<file path="src/rtl/gpu_pkg.sv">
// Shared sprite-engine definitions: default coordinate/size widths and the
// sprite descriptor layout.
package gpu_pkg;

    localparam int unsigned COORD_W_DEF = 10;
    localparam int unsigned SIZE_W_DEF  = 6;

    typedef struct packed {
        logic [COORD_W_DEF-1:0] pos_x;
        logic [COORD_W_DEF-1:0] pos_y;
        logic [SIZE_W_DEF-1:0]  w;
        logic [SIZE_W_DEF-1:0]  h;
        logic                   act;
    } sprite_desc_t;

endpackage

</file>
<file path="src/rtl/sprite_area_compare.sv">
// Single-channel sprite rectangle test: combinational hit flag plus pixel
// offset relative to the sprite's top-left corner.
module sprite_area_compare
    import gpu_pkg::*;
#(
    parameter int unsigned COORD_W = COORD_W_DEF,
    parameter int unsigned SIZE_W  = SIZE_W_DEF
) (
    input  logic [COORD_W-1:0] pos_x,
    input  logic [COORD_W-1:0] pos_y,
    input  logic [SIZE_W-1:0]  w,
    input  logic [SIZE_W-1:0]  h,
    input  logic               act,
    input  logic [COORD_W-1:0] x,
    input  logic [COORD_W-1:0] y,
    output logic               hit,
    output logic [SIZE_W-1:0]  off_x,
    output logic [SIZE_W-1:0]  off_y
);

    logic [COORD_W:0] x_end;
    logic [COORD_W:0] y_end;
    logic             in_x;
    logic             in_y;

    // One extra bit keeps pos+size from wrapping back to the left/top edge.
    assign x_end = (COORD_W+1)'(pos_x) + (COORD_W+1)'(w);
    assign y_end = (COORD_W+1)'(pos_y) + (COORD_W+1)'(h);

    assign in_x = (x >= pos_x) && ((COORD_W+1)'(x) < x_end);
    assign in_y = (y >= pos_y) && ((COORD_W+1)'(y) < y_end);

    assign hit   = act && (w != '0) && (h != '0) && in_x && in_y;
    assign off_x = SIZE_W'(x - pos_x);
    assign off_y = SIZE_W'(y - pos_y);

endmodule

</file>
<file path="src/rtl/sprite_area_arbiter.sv">
// Sprite area arbiter: per-pixel hit test against N_SPR descriptors, fixed
// lowest-index priority, collision detection, two-stage pipeline.
module sprite_area_arbiter
    import gpu_pkg::*;
#(
    parameter  int unsigned N_SPR   = 4,
    parameter  int unsigned COORD_W = COORD_W_DEF,
    parameter  int unsigned SIZE_W  = SIZE_W_DEF,
    localparam int unsigned IDX_W   = $clog2(N_SPR)
) (
    input  logic               clk,
    input  logic               rst_n,
    input  logic               wr_en,
    input  logic [IDX_W-1:0]   wr_idx,
    input  logic [COORD_W-1:0] wr_pos_x,
    input  logic [COORD_W-1:0] wr_pos_y,
    input  logic [SIZE_W-1:0]  wr_w,
    input  logic [SIZE_W-1:0]  wr_h,
    input  logic               wr_act,
    input  logic               pix_valid,
    input  logic [COORD_W-1:0] x,
    input  logic [COORD_W-1:0] y,
    input  logic               clr_coll,
    output logic               hit_valid,
    output logic               hit,
    output logic [IDX_W-1:0]   hit_idx,
    output logic [SIZE_W-1:0]  diff_x_count,
    output logic [SIZE_W-1:0]  diff_y_count,
    output logic               coll,
    output logic               coll_sticky
);

    typedef struct packed {
        logic [COORD_W-1:0] pos_x;
        logic [COORD_W-1:0] pos_y;
        logic [SIZE_W-1:0]  w;
        logic [SIZE_W-1:0]  h;
        logic               act;
    } desc_t;

    desc_t              desc_q [N_SPR];

    logic [N_SPR-1:0]   cmp_hit;
    logic [SIZE_W-1:0]  cmp_dx [N_SPR];
    logic [SIZE_W-1:0]  cmp_dy [N_SPR];

    logic               s1_valid_q;
    logic [N_SPR-1:0]   s1_hit_q;
    logic [SIZE_W-1:0]  s1_dx_q [N_SPR];
    logic [SIZE_W-1:0]  s1_dy_q [N_SPR];

    logic               sel_hit;
    logic [IDX_W-1:0]   sel_idx;
    logic [SIZE_W-1:0]  sel_dx;
    logic [SIZE_W-1:0]  sel_dy;
    logic               sel_coll;

    // Descriptor table; a write lands at the edge, so a same-cycle pixel sees the old entry.
    always_ff @(posedge clk or negedge rst_n) begin
        if (!rst_n) begin
            for (int i = 0; i < N_SPR; i++) begin
                desc_q[i] <= '0;
            end
        end else begin
            for (int i = 0; i < N_SPR; i++) begin
                if (wr_en && (wr_idx == IDX_W'(i))) begin
                    desc_q[i] <= '{pos_x: wr_pos_x, pos_y: wr_pos_y,
                                   w: wr_w, h: wr_h, act: wr_act};
                end
            end
        end
    end

    for (genvar g = 0; g < N_SPR; g++) begin : g_cmp
        sprite_area_compare #(
            .COORD_W (COORD_W),
            .SIZE_W  (SIZE_W)
        ) u_cmp (
            .pos_x (desc_q[g].pos_x),
            .pos_y (desc_q[g].pos_y),
            .w     (desc_q[g].w),
            .h     (desc_q[g].h),
            .act   (desc_q[g].act),
            .x     (x),
            .y     (y),
            .hit   (cmp_hit[g]),
            .off_x (cmp_dx[g]),
            .off_y (cmp_dy[g])
        );
    end

    always_ff @(posedge clk or negedge rst_n) begin
        if (!rst_n) begin
            s1_valid_q <= 1'b0;
            s1_hit_q   <= '0;
            for (int i = 0; i < N_SPR; i++) begin
                s1_dx_q[i] <= '0;
                s1_dy_q[i] <= '0;
            end
        end else begin
            s1_valid_q <= pix_valid;
            s1_hit_q   <= pix_valid ? cmp_hit : '0;
            for (int i = 0; i < N_SPR; i++) begin
                s1_dx_q[i] <= cmp_dx[i];
                s1_dy_q[i] <= cmp_dy[i];
            end
        end
    end

    // First hit found wins; any later hit marks a collision.
    always_comb begin
        sel_hit  = 1'b0;
        sel_idx  = '0;
        sel_dx   = '0;
        sel_dy   = '0;
        sel_coll = 1'b0;
        for (int i = 0; i < N_SPR; i++) begin
            if (s1_hit_q[i]) begin
                if (sel_hit) begin
                    sel_coll = 1'b1;
                end else begin
                    sel_hit = 1'b1;
                    sel_idx = IDX_W'(i);
                    sel_dx  = s1_dx_q[i];
                    sel_dy  = s1_dy_q[i];
                end
            end
        end
    end

    always_ff @(posedge clk or negedge rst_n) begin
        if (!rst_n) begin
            hit_valid    <= 1'b0;
            hit          <= 1'b0;
            hit_idx      <= '0;
            diff_x_count <= '0;
            diff_y_count <= '0;
            coll         <= 1'b0;
            coll_sticky  <= 1'b0;
        end else begin
            hit_valid    <= s1_valid_q;
            hit          <= sel_hit;
            hit_idx      <= sel_idx;
            diff_x_count <= sel_dx;
            diff_y_count <= sel_dy;
            coll         <= sel_coll;
            coll_sticky  <= (s1_valid_q && sel_coll) || (coll_sticky && !clr_coll);
        end
    end

endmodule

</file>
<file path="config.mk">
export PLATFORM = sky130hd
export DESIGN_NAME = sprite_area_arbiter
export DESIGN_NICKNAME = d
export VERILOG_FILES = /design/src/rtl/gpu_pkg.sv /design/src/rtl/sprite_area_compare.sv /design/src/rtl/sprite_area_arbiter.sv
export SDC_FILE = /design/constraint.sdc
export NUM_CORES = 1
export LEC_CHECK = 0
export CAP_MARGIN = 20
export CELL_PAD_IN_SITES_DETAIL_PLACEMENT = 1
export CELL_PAD_IN_SITES_GLOBAL_PLACEMENT = 1
export CORE_MARGIN = 1.5
export CORE_UTILIZATION = 40
export CTS_BUF_LIST = sky130_fd_sc_hd__clkbuf_4
export CTS_CLUSTER_DIAMETER = 200
export CTS_CLUSTER_SIZE = 20
export DETAILED_ROUTE_END_ITERATION = 8
export PLACE_DENSITY = 0.74
export SLEW_MARGIN = 15
export SYNTH_ARGS = -nofsm -noshare
export SYNTH_HDL_FRONTEND = slang
export SYNTH_HIERARCHICAL = 1
export SYNTH_SLANG_ARGS = --single-unit
</file>
<file path="constraint.sdc">
create_clock -name clk -period 5.1 [get_ports clk]
set_input_delay 1.53 -clock clk [delete_from_list [all_inputs] [get_ports clk]]
set_output_delay 1.53 -clock clk [all_outputs]
set_load 0.02 [all_outputs]
</file>
==> key figures, run 1 <==
GRT
  • Initial antenna violation count: 2
  • Vias in the first global route: between 10,000 and 15,000
  • First-pass GRT wire length: slightly below 60,000 um
  • Grt total ovfl: 0
  • Largest net degree at the start of global routing: 91
  • Total GRT Usage: 0.210

STA
  • Setup ws final: 1250 ps
  • Actual slew at the worst max-slew pin: 1060 ps
  • Endpoints failing setup: 0
  • TNS Setup: 0 ps
  • RSZ-0062 raised after global routing: no
  • Period utilization: 0.754
  • Final Critical Period: roughly 3800 ps
  • Final hold vios: 0
  • Fin. max-slew vios: 0
  • Max Freq: 0.260 GHz
  • Fin Hold WS: 392 ps
  • Max_slew headroom: 0.292
  • Clock Skew: roughly 62 ps

Power
  • Pleak: 7.16 nW
  • P per Cell Area: 378 nW/um^2
  • Max IR drop VDD: 0.131 mV
  • Sw Pwr: about 2.4 mW
  • Cell Int Power: 3.46 mW
  • Switching portion of total power: 0.407
  • Flop pwr share: 0.387
  • Clock power frac: 0.114
  • Total power draw: just under 6 mW
  • Comb pwr share: 0.498

Yosys
  • Cell variety after synth: 61
  • Post-Synth Adder-Cell Area: 0.201
  • Flops & latches, synth: 203
  • Post-synth top area share: 0.362
  • XOR/XNOR Fraction of Synth Area: 0.0524
  • Simple-Gate Fraction of Synth Area: 0.0972
  • Post-Syn Area: approximately 14,000 um^2
  • Yosys warning total: 6
  • Top cells by area, synth: dfrtp_1 36%, ha_1 18%, mux2_2 10%
  • Post-synth EDFFs: 0
  • Dominant cell type by area after synthesis: dfrtp_1
  • Area fraction in compound gates after synthesis: 0.132
  • Mean area per synthesized cell: 10.7 um^2
  • Post-synthesis mux area share: 0.108
  • Top FF cell, synth: dfrtp_1
  • Seq/Total Area, Yosys: 0.362
  • Syn_nets: 1,592
  • Largest family of logic cells by synthesized area: adder cells
  • Cell count after synthesis: between 1,000 and 1,500
  • Asr flop ratio synth: 1.00

Setup path
  • Slowest library cell on the worst path: o221ai_1
  • Crit end category: register
  • CP peak stage delay: a little under 500 ps
  • Maximum fanout along the worst path: 3
  • RR Startpoint: desc_q[23]
  • CP Launch Type: register
  • Worst reg-to-reg setup slack: 1250 ps
  • Worst endpoint required time: approximately 5700 ps
  • CP arrival: 4440 ps
  • Cells along the critical path: ha_1 > fa_1 > a211oi_1 > o21ai_0 > a21oi_1 > or3_1 > xnor2_1 > ha_1 > a2111oi_0 > nand2_1 > o221ai_1 > and4b_1 > and2_1
  • R2r endpoint: s1_hit_q[3]
  • CP most frequent cell: ha_1
  • WS Path Type: register to register
  • Number of cells on the worst reg-to-reg path: 13

Drt
  • Vias per std cell: approximately 5.4
  • Vias: 10,000
  • DRC viols: 0
  • Initial DRT Pass Iterations: 4
  • Detailed Route WL: 36,700 um
  • ANT nets after route: 0
  • Post-DR wirelength/cell: 19.8 um
  • Starting DRT DRC Count: 409

Layout
  • Multi-input gate area: 8300 um^2
  • Design area: 15,400 um^2
  • Final net count: 1,671
  • Layout Utilization: 0.446
  • Cell Count, Final, Fillers Out: between 1,500 and 2,000
  • Layout cells sized above 1: 0.124
  • Register area: 5080 um^2
  • # fillers: between 3,000 and 4,000
  • Area delta synth->final: 9.80%

Floorplan
  • Chip height: ~190 um
  • Total die area: 36,200 um^2
  • Num rows: 68
  • Initial core utilization: 0.406
  • Core footprint: 34,500 um^2
  • Die width: roughly 190 um
  • Total I/O pin count: 78

Clocking
  • Clk slew on worst S/H paths: approximately 200 ps
  • CTS max path bufs: 3
  • Worst skew pair latency: ~660 ps
  • Post-cts sizing count: 0
  • H-tree depth: 1
  • TritonCTS buffer count: 14
  • Hold_buf cts: 0
  • Root buffer cell: clkbuf_4
  • Sink Count: 203
  • TritonCTS clock tree: yes
  • Post-CTS Setup Inserts: 0

Placed design
  • Placed cells: 1,834
  • Routability cong.: approximately 0.83
  • Placed cell areas: 15,300 um^2
  • # port buffers: 77
  • Hpwl dp: 29,500 um
  • Worst slack at placement: 654 ps

Hold path
  • Tightest Hold Check Type: register to register
  • Hold path startpoint: s1_valid_q
  • Hold-critical path depth: 0
  • Worst Hold End: hit_valid

Outcome
  • Outcome: complete, no violations

Run
  • Maxcap violations: 0
-- how the worst max path moves through the flow --
stage / start / to / depth (start not counted)
3_5_place_dp: x[1] / s1_hit_q[0] / 9
2_1_floorplan: y[0] / s1_hit_q[1] / 10
3_3_place_gp: x[1] / s1_hit_q[0] / 9
5_1_grt: desc_q[122] / s1_hit_q[0] / 13
4_1_cts: desc_q[23] / s1_hit_q[3] / 13
6_report: desc_q[23] / s1_hit_q[3] / 13
-- layer usage --
metal,wire (um),vias up,track usage
li1,-,4890,-
met1,18000,4969,0.299
met2,16900,123,0.344
met3,1040,30,0.0215
met4,725,0,0.0451
met5,0,-,0
-- synthesized netlist by cell type (all sizes together) (21+ instances only) --
master and count:
nand2b 23, xor2 23, nand3 23, a21oi 78, dfrtp 203, mux2 132, inv 137, xnor2 61
o211ai 21, nand2 53, ha 200, o21ai 46, nor2 49, a21o 35, nor2b 30
-- power groups by stage --
stage               Combinational [mW]  Clock (mW)  Sequential [mW]
floorplan                         2.09           0             2.20
global placement                  2.76           0             2.28
detailed placement                2.89           0             2.30
CTS                               2.91       0.701             2.26
global route                      3.29       0.756             2.31
finish                            2.90       0.666             2.26
-- kinds of logic (layout without fill, tap and decap cells) --
group,after synthesis,in the layout
compound gates,271,271
flops,203,203
fa+ha+maj,216,216
xor+xnor,84,84
other cells,0,2
mux,135,135
buf+inv,156,235
simple gates,251,251
-- cell usage in the layout (no fill, tap or decap), types with 6 or more instances in the layout --
cell / count
inv_1: 137
nor3_1: 17
o211ai_1: 21
or4_1: 7
mux2_2: 130
ha_1: 200
a21oi_1: 75
o2111ai_1: 8
xor2_1: 23
nand3_1: 22
nor2b_1: 30
o2bb2ai_1: 8
dfrtp_1: 203
nor2_1: 48
nand2b_1: 23
clkdlybuf4s50_1: 76
nand2_1: 53
a21o_1: 35
xnor2_1: 61
a21boi_0: 6
clkbuf_4: 15
nand4_1: 11
a211oi_1: 10
fa_1: 16
a221oi_1: 18
o21ai_0: 39
-- flip-flops by register name (all words and copies together) (netlist names), 2 cells and up --
name,cells
s1_hit_q,4
s1_dy_q,24
diff_x_count,6
diff_y_count,6
hit_idx,2
s1_dx_q,24
desc_q,132
-- worst max-delay path, delay by kind of cell (launching register included) --
family,cells,cell delay (ps)
AO/OA/AOI/OAI,5,1640
AND/OR/NAND/NOR,4,640
XOR/XNOR,1,120
flip-flops,1,450
adder cells (fa/ha/maj),3,940
-- layout make-up --
| type | instances | share of cell area |
|---|---|---|
| Multi-Input combinational cell | 957 | 0.538 |
| Timing Repair Buffer | 82 | 0.0528 |
| Clock buffer | 15 | 0.00731 |
| Tap cell | 455 | 0.0369 |
| Inverter | 137 | 0.0334 |
| Clock inverter | 1 | 0.00130 |
| Sequential cell | 203 | 0.330 |
| Antenna cell | 2 | 0.000325 |
Power figures use the tool's default switching activity.
==> inputs of run 2 (changes only) <==
==> constraint.sdc (replaced) <==
create_clock -name clk -period 3.95 [get_ports clk]
set_input_delay 1.185 -clock clk [delete_from_list [all_inputs] [get_ports clk]]
set_output_delay 1.185 -clock clk [all_outputs]
set_load 0.02 [all_outputs]
==> key figures, run 2 (synthesis gave the netlist of run 1 again) <==
Setup path
  • CP Launch Type: register (unchanged)
  • Worst endpoint required time: 4570 ps (was 5690 ps)
  • CP arrival: 4330 ps (was 4440 ps)
  • Maximum fanout along the worst path: 3 (unchanged)
  • Crit end category: register (unchanged)
  • Worst reg-to-reg setup slack: 230 ps (was 1250 ps)
  • WS Path Type: register to register (unchanged)

Placed design
  • # port buffers: 77 (unchanged)
  • Hpwl dp: 31,300 um (was 29,500 um)
  • Routability cong.: 0.841 (was 0.831)
  • Placed cells: 1,853 (was 1,834)

Drt
  • Initial DRT Pass Iterations: 5 (was 4)
  • DRC viols: 0 (unchanged)
  • Detailed Route WL: 38,700 um (was 36,700 um)
  • Starting DRT DRC Count: 505 (was 409)
  • Post-DR wirelength/cell: 20.7 um (was 19.8 um)
  • Vias: 10,200 (was 10,000)
  • ANT nets after route: 0 (unchanged)
  • Vias per std cell: 5.48 (was 5.41)

Layout
  • Max FFs per register: 132 (unchanged)
  • Area delta synth->final: 11.2% (was 9.80%)
  • Commonest non-fill, non-tap cells in the layout: 203 x dfrtp_1, 200 x ha_1, 137 x inv_1 (unchanged)
  • Largest Register: desc_q (unchanged)
  • Final net count: 1,690 (was 1,671)
  • Layout cells sized above 1: 0.138 (was 0.124)
  • Cell Count, Final, Fillers Out: 1,870 (was 1,852)
  • Biggest regs: desc_q x132, s1_dx_q x24, s1_dy_q x24 (unchanged)
  • Most common cell after layout, fill and taps aside: dfrtp_1 (unchanged)

GRT
  • Met1 usage: 0.305 (was 0.299)
  • Grt total ovfl: 0 (unchanged)
  • Met3 Use GR: 0.0252 (was 0.0215)
  • Grt met2 use: 0.371 (was 0.344)
  • Vias in the first global route: 10,900 (was 10,600)
  • Total GRT Usage: 0.223 (was 0.210)
  • GRT busiest layer: met2 (unchanged)
  • Largest net degree at the start of global routing: 87 (was 91)
  • First-pass GRT wire length: 62,500 um (was 59,600 um)
  • Initial antenna violation count: 3 (was 2)

Floorplan
  • Die width: 190 um (unchanged)
  • Chip height: 190 um (unchanged)
  • Total die area: 36,200 um^2 (unchanged)
  • Num rows: 68 (unchanged)
  • Initial core utilization: 0.406 (unchanged)
  • Total I/O pin count: 78 (unchanged)
  • Core footprint: 34,500 um^2 (unchanged)

Clocking
  • TritonCTS buffer count: 14 (unchanged)
  • TritonCTS clock tree: yes (unchanged)
  • Root buffer cell: clkbuf_4 (unchanged)
  • Hold_buf cts: 0 (unchanged)
  • H-tree depth: 1 (unchanged)
  • Clk slew on worst S/H paths: 200 ps (about the same)
  • Worst skew pair latency: 660 ps (about the same)
  • CTS max path bufs: 3 (unchanged)
  • Sink Count: 203 (unchanged)

STA
  • Max_slew headroom: 0.375 (was 0.292)
  • Final Critical Period: 3720 ps (was 3850 ps)
  • Clock Skew: 48.5 ps (was 61.9 ps)
  • Max Freq: 0.269 GHz (was 0.260 GHz)
  • Endpoints failing setup: 0 (unchanged)
  • Fin. max-slew vios: 0 (unchanged)
  • RSZ-0062 raised after global routing: no (unchanged)
  • Period utilization: 0.941 (was 0.754)
  • Actual slew at the worst max-slew pin: 938 ps (was 1060 ps)
  • Final hold vios: 0 (unchanged)

Power
  • Max IR drop VDD: 0.166 mV (was 0.131 mV)
  • P per Cell Area: 491 nW/um^2 (was 378 nW/um^2)
  • Pleak: 7.27 nW (was 7.16 nW)
  • Total power draw: 7.66 mW (was 5.83 mW)

Outcome
  • Outcome: complete, no violations (unchanged)

Hold path
  • Tightest Hold Check Type: register to register (unchanged)

Run
  • Maxcap violations: 0 (unchanged)
[run 2: changes by cell type in the layout (fill, tap and decap cells not counted)]
cell       before  now
a2111oi_0       4    2
o221ai_1        4    3
a21oi_2         3    5
buf_4           5   21
a21oi_1        75   73
a2111oi_1       0    2
diode_2         2    1
o221ai_2        1    2
buf_12          0    3
[run 2: stage by stage]
| step | instance area [um^2] | utilization | setup WS, ps | hold WS (ps) | setup TNS, ps |
|---|---|---|---|---|---|
| after floorplan | 14000 | - | 958 | 348 | 0 |
| final | 15600 | 0.452 | 234 | 404 | 0 |
| after global routing | 15600 | 0.452 | 3.64 | 429 | 0 |
| after global placement | 15500 | 0.447 | 39.0 | 358 | 0 |
| after detailed placement | 15500 | 0.447 | -27.0 | 360 | -27.0 |
| after CTS | 15600 | 0.451 | 155 | 402 | 0 |
[run 2: metal layers]
metal	vias up	routed length, um
met5	-	16
met4	2	1110
met3	53	1180
met2	150	17800
met1	5110	18500
li1	4926	-
[run 2: area by class of cell]
| cell class | instances | area [um^2] |
|---|---|---|
| fillers | 3876 | 18900 |
| multi-input cells | 957 | 8310 |
| flip-flops and latches | 203 | 5080 |
| repair buffers | 101 | 993 |
| well taps | 455 | 569 |
| inverters | 137 | 514 |
| clock buffers | 15 | 113 |
| clock inverters | 1 | 20.0 |
| diodes | 1 | 2.50 |
[run 2: critical path, cell delays in order, from the launching register on]
cell,delay (ps)
dfrtp_1,460
ha_1,250
fa_1,430
a211oi_1,230
o21ai_0,160
a21oi_1,330
or3_1,170
xnor2_1,130
ha_1,280
a2111oi_1,490
nand2_1,130
o221ai_2,270
and4b_1,220
and2_1,120
[run 2: final timing paths]
path                              from          end  cells past startpoint
max                        desc_q[122]  s1_hit_q[0]                     13
min                         s1_valid_q    hit_valid                      0
max reg2reg                desc_q[122]  s1_hit_q[0]                     13
min reg2reg                 s1_valid_q    hit_valid                      0
max in group asynchronous        rst_n   desc_q[35]                      2
min in group asynchronous        rst_n   desc_q[95]                      1
[run 2: power by group]
group	switching [mW]	leakage [nW]	internal (mW)
Sequential	0.388	2.43	2.55
Clock	0.680	0.0788	0.191
Combinational	2.08	4.76	1.77
Total	3.15	7.27	4.51
[run 2: repair_timing]
action | in CTS | in global routing
setup endpoints to repair | 0 | 3
gates resized for setup | 0 | 5
setup buffers | 0 | 0
==> inputs of run 3 (changes only) <==
--- a/config.mk
+++ b/config.mk
@@ -12,7 +12,7 @@
 export CORE_UTILIZATION = 40
 export CTS_BUF_LIST = sky130_fd_sc_hd__clkbuf_4
 export CTS_CLUSTER_DIAMETER = 200
-export CTS_CLUSTER_SIZE = 20
+export CTS_CLUSTER_SIZE = 30
 export DETAILED_ROUTE_END_ITERATION = 8
 export PLACE_DENSITY = 0.74
 export SLEW_MARGIN = 15
==> key figures, run 3 (synthesis gave the netlist of run 1 again) <==
Power
  • P per Cell Area: 487 nW/um^2 (was 491 nW/um^2)
  • Total power draw: 7.57 mW (was 7.66 mW)
  • Max IR drop VDD: 0.200 mV (was 0.166 mV)
  • Pleak: 7.25 nW (was 7.27 nW)

Clocking
  • Post-cts sizing count: 0 (unchanged)
  • Hold_buf cts: 0 (unchanged)
  • TritonCTS buffer count: 10 (was 14)
  • Root buffer cell: clkbuf_4 (unchanged)
  • Clk slew on worst S/H paths: 310 ps (was 200 ps)
  • Sink Count: 203 (unchanged)
  • Post-CTS Setup Inserts: 0 (unchanged)
  • CTS max path bufs: 3 (unchanged)
  • H-tree depth: 1 (unchanged)
  • TritonCTS clock tree: yes (unchanged)
  • Worst skew pair latency: 680 ps (was 660 ps)

STA
  • Max Freq: 0.265 GHz (was 0.269 GHz)
  • Period utilization: 0.954 (was 0.941)
  • Final hold vios: 0 (unchanged)
  • Fin. max-slew vios: 0 (unchanged)
  • Final Critical Period: 3770 ps (was 3720 ps)
  • Setup ws final: 183 ps (was 234 ps)
  • Endpoints failing setup: 0 (unchanged)
  • TNS Setup: 0 ps (unchanged)
  • Actual slew at the worst max-slew pin: 904 ps (was 938 ps)
  • Fin Hold WS: 420 ps (was 404 ps)
  • Max_slew headroom: 0.397 (was 0.375)
  • Clock Skew: 24.2 ps (was 48.5 ps)

Drt
  • Post-DR wirelength/cell: 20.7 um (about the same)
  • Initial DRT Pass Iterations: 4 (was 5)
  • Vias: 10,200 (about the same)
  • ANT nets after route: 0 (unchanged)
  • Starting DRT DRC Count: 508 (was 505)
  • Detailed Route WL: 38,600 um (was 38,700 um)
  • Vias per std cell: 5.44 (was 5.48)
  • DRC viols: 0 (unchanged)

GRT
  • First-pass GRT wire length: 62,300 um (was 62,500 um)
  • Largest net degree at the start of global routing: 87 (unchanged)
  • Grt total ovfl: 0 (unchanged)
  • Initial antenna violation count: 4 (was 3)
  • Total GRT Usage: 0.221 (was 0.223)
  • Vias in the first global route: 10,900 (about the same)

Placed design
  • Routability cong.: 0.841 (unchanged)
  • Worst slack at placement: -27.0 ps (unchanged)
  • # port buffers: 77 (unchanged)
  • Hpwl dp: 31,300 um (unchanged)

Setup path
  • Number of cells on the worst reg-to-reg path: 13 (unchanged)
  • Worst reg-to-reg setup slack: 180 ps (was 230 ps)
  • R2r endpoint: s1_hit_q[0] (unchanged)
  • Crit end category: register (unchanged)
  • Worst endpoint required time: 4580 ps (was 4570 ps)
  • Maximum fanout along the worst path: 3 (unchanged)
  • Crit path from: desc_q[122] (unchanged)
  • CP arrival: 4400 ps (was 4330 ps)
  • RR Startpoint: desc_q[122] (unchanged)
  • CP Launch Type: register (unchanged)
  • WS Path Type: register to register (unchanged)

Layout
  • Biggest regs: desc_q x132, s1_dx_q x24, s1_dy_q x24 (unchanged)
  • Final net count: 1,686 (was 1,690)
  • Most common cell after layout, fill and taps aside: dfrtp_1 (unchanged)
  • Commonest non-fill, non-tap cells in the layout: 203 x dfrtp_1, 200 x ha_1, 137 x inv_1 (unchanged)
  • Max FFs per register: 132 (unchanged)
  • Layout cells sized above 1: 0.135 (was 0.138)
  • Largest Register: desc_q (unchanged)
  • # fillers: 3,873 (was 3,876)
  • Area delta synth->final: 10.9% (was 11.2%)

Floorplan
  • Total I/O pin count: 78 (unchanged)
  • Chip height: 190 um (unchanged)
  • Num rows: 68 (unchanged)
  • Initial core utilization: 0.406 (unchanged)
  • Core footprint: 34,500 um^2 (unchanged)
  • Total die area: 36,200 um^2 (unchanged)
  • Die width: 190 um (unchanged)

Hold path
  • Hold path startpoint: s1_valid_q (unchanged)
  • Worst Hold End: hit_valid (unchanged)
  • Hold-critical path depth: 0 (unchanged)
  • Tightest Hold Check Type: register to register (unchanged)

Outcome
  • Outcome: complete, no violations (unchanged)

Run
  • Maxcap violations: 0 (unchanged)
[run 3: how the worst max path moves through the flow]
stage	end	slack, ps	cells after the start
after floorplan	s1_hit_q[0]	960	13
after global placement	s1_hit_q[1]	40	8
after detailed placement	s1_hit_q[1]	-30	8
after CTS	s1_hit_q[0]	140	13
after global routing	s1_hit_q[0]	-0.4	13
final	s1_hit_q[0]	180	13
[run 3: critical path, stage by stage, from the launching register on]
cell	delay, ps
dfrtp_1	490
ha_1	250
fa_1	430
a211oi_1	240
o21ai_0	150
a21oi_1	330
or3_1	170
xnor2_1	130
ha_1	280
a2111oi_1	490
nand2_1	130
o221ai_2	290
and4b_1	220
and2_1	120
[run 3: through the flow]
step                area (um^2)  instances   util
floorplan                 14000       1316      -
global placement          15500       1853  0.447
detailed placement        15500       1853  0.447
CTS                       15500       1865  0.450
global route              15600       1866  0.451
finish                    15600       1866  0.451
[run 3: power by group]
group          switching [mW]  internal (mW)  leakage [nW]
sequential              0.389           2.55          2.43
clock                   0.644          0.135        0.0551
combinational            2.08           1.77          4.76
total                    3.12           4.46          7.25
[run 3: area by class of cell]
class / instances / area (um^2) / share of cell area
multi-input combinational: 957 / 8310 / 0.534
sequential: 203 / 5080 / 0.326
timing repair buffer: 101 / 993 / 0.0638
tap: 455 / 569 / 0.0366
inverter: 137 / 514 / 0.0330
clock buffer: 11 / 82.6 / 0.00531
clock inverter: 1 / 8.76 / 0.000563
antenna: 1 / 2.50 / 0.000161
[run 3: layer usage]
| layer | part of all wire | routed length, um | track usage | vias up |
|---|---|---|---|---|
| met5 | 0.00060 | 23 | 0 | - |
| met4 | 0.019 | 716 | 0.0506 | 4 |
| met3 | 0.035 | 1350 | 0.0217 | 39 |
| met2 | 0.47 | 18200 | 0.373 | 117 |
| met1 | 0.48 | 18400 | 0.306 | 5083 |
| li1 | - | - | - | 4913 |
